--- config.mk ---
export PLATFORM = sky130hd
export DESIGN_NAME = ram_arbiter
export DESIGN_NICKNAME = d
export VERILOG_FILES = /design/src/rtl/ram_arbiter.sv
export SDC_FILE = /design/constraint.sdc
export NUM_CORES = 1
export LEC_CHECK = 0
export CAP_MARGIN = 15
export CORE_MARGIN = 2
export CORE_UTILIZATION = 40
export DETAILED_ROUTE_END_ITERATION = 8
export GPL_TIMING_DRIVEN = 0
export HOLD_SLACK_MARGIN = 0.06
export PLACE_DENSITY = 0.77
export REMOVE_ABC_BUFFERS = 1
export SKIP_CTS_REPAIR_TIMING = 1
export SYNTH_ARGS = -nofsm -noshare
export SYNTH_HDL_FRONTEND = slang
export SYNTH_SLANG_ARGS = --single-unit
--- constraint.sdc ---
create_clock -name clk -period 1.91 [get_ports clk]
set_clock_uncertainty 0.1 [all_clocks]
set_input_delay 0.2865 -clock clk [delete_from_list [all_inputs] [get_ports clk]]
set_output_delay 0.2865 -clock clk [all_outputs]
set_load 0.005 [all_outputs]
--- src/rtl/ram_arbiter.sv ---
// Two-requester round-robin arbiter in front of the 16x8 scratch RAM.
// Reads are registered back per requester; writes use a setup/strobe/hold sequence.
module ram_arbiter #(
  parameter int unsigned AW = 4,
  parameter int unsigned DW = 8
) (
  input  logic            clk,
  input  logic            rst,
  input  logic [1:0]      req,
  input  logic [1:0]      we,
  input  logic [2*AW-1:0] addr,
  input  logic [2*DW-1:0] wdata,
  output logic [1:0]      ack,
  output logic [2*DW-1:0] rdata,
  output logic            busy,
  output logic            owner,
  output logic [AW-1:0]   ram_addr_read,
  output logic            ram_read_enable,
  input  logic [DW-1:0]   ram_data_out,
  output logic [DW-1:0]   ram_data_in,
  output logic [AW-1:0]   ram_addr_write,
  output logic            ram_write_enable
);

  localparam logic [2:0] IDLE    = 3'd0;
  localparam logic [2:0] RD      = 3'd1;
  localparam logic [2:0] WSETUP  = 3'd2;
  localparam logic [2:0] WSTROBE = 3'd3;
  localparam logic [2:0] WHOLD   = 3'd4;
  localparam logic [2:0] ACK     = 3'd5;

  logic [2:0]      r_state;
  logic [2:0]      w_next;
  logic            r_last_grant;
  logic            r_owner;
  logic [1:0]      r_ack;
  logic            r_busy;
  logic            r_rd_en;
  logic            r_wr_en;
  logic [2*DW-1:0] r_rdata;
  logic [AW-1:0]   r_addr_rd;
  logic [AW-1:0]   r_addr_wr;
  logic [DW-1:0]   r_wdata;

  logic            w_grant;
  logic            w_gnt_idx;
  logic            w_gnt_we;
  logic [AW-1:0]   w_gnt_addr;
  logic [DW-1:0]   w_gnt_wdata;

  // Winner selection: on contention the requester that did not win last time.
  always_comb begin
    w_grant   = |req;
    w_gnt_idx = req[1];
    if (req == 2'b11) begin
      w_gnt_idx = ~r_last_grant;
    end
    w_gnt_we    = w_gnt_idx ? we[1] : we[0];
    w_gnt_addr  = w_gnt_idx ? addr[2*AW-1:AW] : addr[AW-1:0];
    w_gnt_wdata = w_gnt_idx ? wdata[2*DW-1:DW] : wdata[DW-1:0];
  end

  always_ff @(posedge clk or posedge rst) begin
    if (rst) begin
      r_state <= IDLE;
    end else begin
      r_state <= w_next;
    end
  end

  always_comb begin
    w_next = r_state;
    case (r_state)
      IDLE:    if (w_grant) w_next = w_gnt_we ? WSETUP : RD;
      RD:      w_next = ACK;
      WSETUP:  w_next = WSTROBE;
      WSTROBE: w_next = WHOLD;
      WHOLD:   w_next = ACK;
      ACK:     w_next = IDLE;
      default: w_next = IDLE;
    endcase
  end

  // Status and strobe flops follow the next state so each output is a single clean flop.
  always_ff @(posedge clk or posedge rst) begin
    if (rst) begin
      r_ack   <= 2'b00;
      r_busy  <= 1'b0;
      r_rd_en <= 1'b0;
      r_wr_en <= 1'b0;
    end else begin
      r_busy  <= (w_next != IDLE);
      r_rd_en <= (w_next == RD);
      r_wr_en <= (w_next == WSTROBE);
      r_ack   <= (w_next == ACK) ? (r_owner ? 2'b10 : 2'b01) : 2'b00;
    end
  end

  // Transaction latch at grant, read-data capture at the end of RD.
  always_ff @(posedge clk or posedge rst) begin
    if (rst) begin
      r_owner      <= 1'b0;
      r_last_grant <= 1'b1;
      r_addr_rd    <= '0;
      r_addr_wr    <= '0;
      r_wdata      <= '0;
      r_rdata      <= '0;
    end else begin
      if (r_state == IDLE && w_grant) begin
        r_owner      <= w_gnt_idx;
        r_last_grant <= w_gnt_idx;
        r_addr_rd    <= w_gnt_addr;
        r_addr_wr    <= w_gnt_addr;
        r_wdata      <= w_gnt_wdata;
      end
      if (r_state == RD) begin
        if (r_owner) begin
          r_rdata[2*DW-1:DW] <= ram_data_out;
        end else begin
          r_rdata[DW-1:0] <= ram_data_out;
        end
      end
    end
  end

  assign ack              = r_ack;
  assign rdata            = r_rdata;
  assign busy             = r_busy;
  assign owner            = r_owner;
  assign ram_addr_read    = r_addr_rd;
  assign ram_read_enable  = r_rd_en;
  assign ram_data_in      = r_wdata;
  assign ram_addr_write   = r_addr_wr;
  assign ram_write_enable = r_wr_en;

endmodule
==> results_dict.tcl <==
set metrics [dict create \
    status "finished, final reports clean" \
    p_clk_share_pct 15.4 \
    n_antenna_cell 0 \
    worstMarginPinSlew_ns 0.935 \
    dr_total_vias 1207 \
    async_flop_share_pct 100 \
    hpwlAfterDp_um 2750 \
    start_util_pct 41.3 \
    path_class "in -> reg" \
    syn2layout_area_growth_pct 49.3 \
    final_cell_area_um2 2680 \
    whs_path_depth 1 \
    ys.warnings.count 0 \
    setup.worst_path.end_class "register" \
    yosysTopAreaCellShare_pct 51.5 \
    clk_pin_slew_ns 0.07 \
    rows 24 \
    final_hold_viol_count 0 \
    clkLatencyLatePin_ns 0.28 \
    post_drt_wl_per_cell_um 14.3 \
    switching_share_pct 27.5 \
    fin_util_pct 61.6 \
    seqPwrFrac_pct 37.4 \
    slew_headroom_pct 37.6 \
    setup_tns_ns 0 \
    r2r_end "ram_addr_write[2]" \
    grt_remaining_overflow 0 \
    maxSlewViolCount 0 \
    min_from "owner" \
    post-route-drc-count 0 \
    holdWs_ns 0.388 \
    p_comb_share_pct 47.2 \
    synth-seq-cells 38 \
    reg2reg_depth 3 \
    numCtsBuffers 5 \
    yosysSeqAreaShare_pct 53.0 \
    place_area_um2 2540 \
    min_period_over_period_pct 96.3 \
    synth_cell_types 28 \
    cts-root-buf "clkbuf_8" \
    via_per_inst 4.87 \
    rsz0062_at_grt "no" \
    synthTopCellsByCount "37 x dfrtp_1, 25 x mux2_2, 17 x mux2_4" \
    gp_congestion 0.772 \
    cp.arrival_ns 1.90 \
    grt_pass1_vias 1244 \
    die-area_um2 5040 \
    finalCriticalPeriod_ns 1.84 \
    core_um2 4350 \
    hp-class "reg -> reg" \
    grt_usage_pct 14.7 \
    critPathRequiredTime_ns 1.98 \
    die_w_um 71.0 \
    grt_pass1_wl_um 5760 \
    cts_max_path_buffers 2 \
    netlist_instances 122 \
    yosys.area.top_type "dfrtp_1" \
    final_layout_size_suffix_gt1_share_pct 29.6 \
    maxCapViolations 0 \
    p_switching_mw 1.10 \
    cts_sinks 38 \
    io_pins 76 \
    synth_area_leaders "dfrtp_1 52%, mux2_2 16%, mux2_4 14%" \
    critPathMaxFanout 7 \
    grt_max_degree 24 \
    leakagePower_nw 1.13 \
    start_kind "primary input" \
    fill_cells 329 \
    setup_viol 0 \
    rrSetupSlack_ns 0.16 \
    synth_edf_count 0 \
    antenna_found_initial 0 \
    fmax_mhz 544 \
    die_h_um 71.0 \
    tritoncts "done" \
    powerDensity_nw_per_um2 1490 \
    r2r_start "r_state[2]" \
    syn_avg_cell_area_um2 14.7 \
    p_int_mw 2.90 \
    holdPathEnd "ack[0]" \
    ctsHtreeMaxLevel 2 \
    routed_wl_um 3550 \
    fin_nets 233 \
    yosysMostFrequentCell "dfrtp_1" \
    peakVddDrop_v 0.000633 \
    dr.pass1.iters 2 \
    synthesis.area_um2 1800 \
    yosys_most_used_dff "dfrtp_1" \
    ant_nets 0 \
    drt_iter0_markers 56 \
    portBuffers 75 \
]
-- kinds of logic (layout without fill, tap and decap cells) --
family	after synthesis	count (layout)	share of synthesized area, %
buffers and inverters	14	88	5.71
flip-flops	38	38	53.0
XOR/XNOR	1	1	0.488
adder cells (fa/ha/maj)	1	1	0.557
AND/OR/NAND/NOR	15	15	5.01
multiplexers	43	43	30.4
AO/OA/AOI/OAI	10	10	4.80
-- layout make-up --
class,instances,area (um2),area share [%]
Multi-Input combinational cell,70,742,27.7
Timing Repair Buffer,78,806,30.0
Inverter,2,7.51,0.280
Sequential cell,38,952,35.5
Tap cell,52,65.1,2.43
Clock buffer,8,110,4.10
-- metrics by stage --
stage	cells	setup WS [ns]	power, mW
final	248	0.0713	4.00
after global routing	248	0.0208	4.28
after CTS	246	-0.139	4.05
after detailed placement	238	-0.444	3.41
after global placement	237	-0.401	3.33
after floorplan	110	0.292	2.35
-- critical path, stage by stage --
cell and delay (ns):
clkdlybuf4s50_1 0.60, a21boi_4 0.26, buf_4 0.19, mux2_4 0.31, mux2_4 0.25
-- layout by cell type, fill, tap and decap left out, types with 2 or more instances in the layout --
cell type,synthesis,final
dfrtp_1,37,37
mux2_4,17,17
clkdlybuf4s50_1,0,75
inv_1,2,2
nor2_1,3,3
nor3_1,3,3
a31oi_1,3,3
and3_1,2,2
clkbuf_8,0,8
mux2_2,25,25
nand2_1,3,3
-- routing by layer --
metal | routed length [um] | track usage, %
met2 | 1650 | 23.5
met5 | 0 | 0
met4 | 86 | 6.92
met1 | 1450 | 17.5
met3 | 368 | 5.41
-- worst max-delay path by stage --
stage | start | to | slack (ns) | cells after the start
floorplan | r_last_grant | ram_addr_write[2] | 0.29 | 3
global placement | req[1] | ram_addr_write[2] | -0.40 | 4
detailed placement | req[1] | ram_addr_write[3] | -0.44 | 4
CTS | req[1] | ram_addr_write[2] | -0.14 | 4
global route | req[1] | ram_data_in[7] | 0.02 | 5
finish | req[1] | ram_data_in[1] | 0.07 | 5
-- registers in the layout, indices dropped and copies added (netlist names) --
name              cells
ram_addr_write        4
ram_data_in           8
ram_read_enable       1
owner                 1
r_last_grant          1
ack                   2
ram_write_enable      1
busy                  1
r_state               3
rdata                16
-- power by group through the flow --
stage | Sequential [mW] | Combinational [mW] | Clock [mW]
after global placement | 1.49 | 1.84 | 0
after global routing | 1.57 | 2.03 | 0.682
after floorplan | 1.51 | 0.841 | 0
after detailed placement | 1.51 | 1.89 | 0
final | 1.50 | 1.89 | 0.616
after CTS | 1.50 | 1.90 | 0.644
No activity file was read; power rests on OpenSTA's default activity.
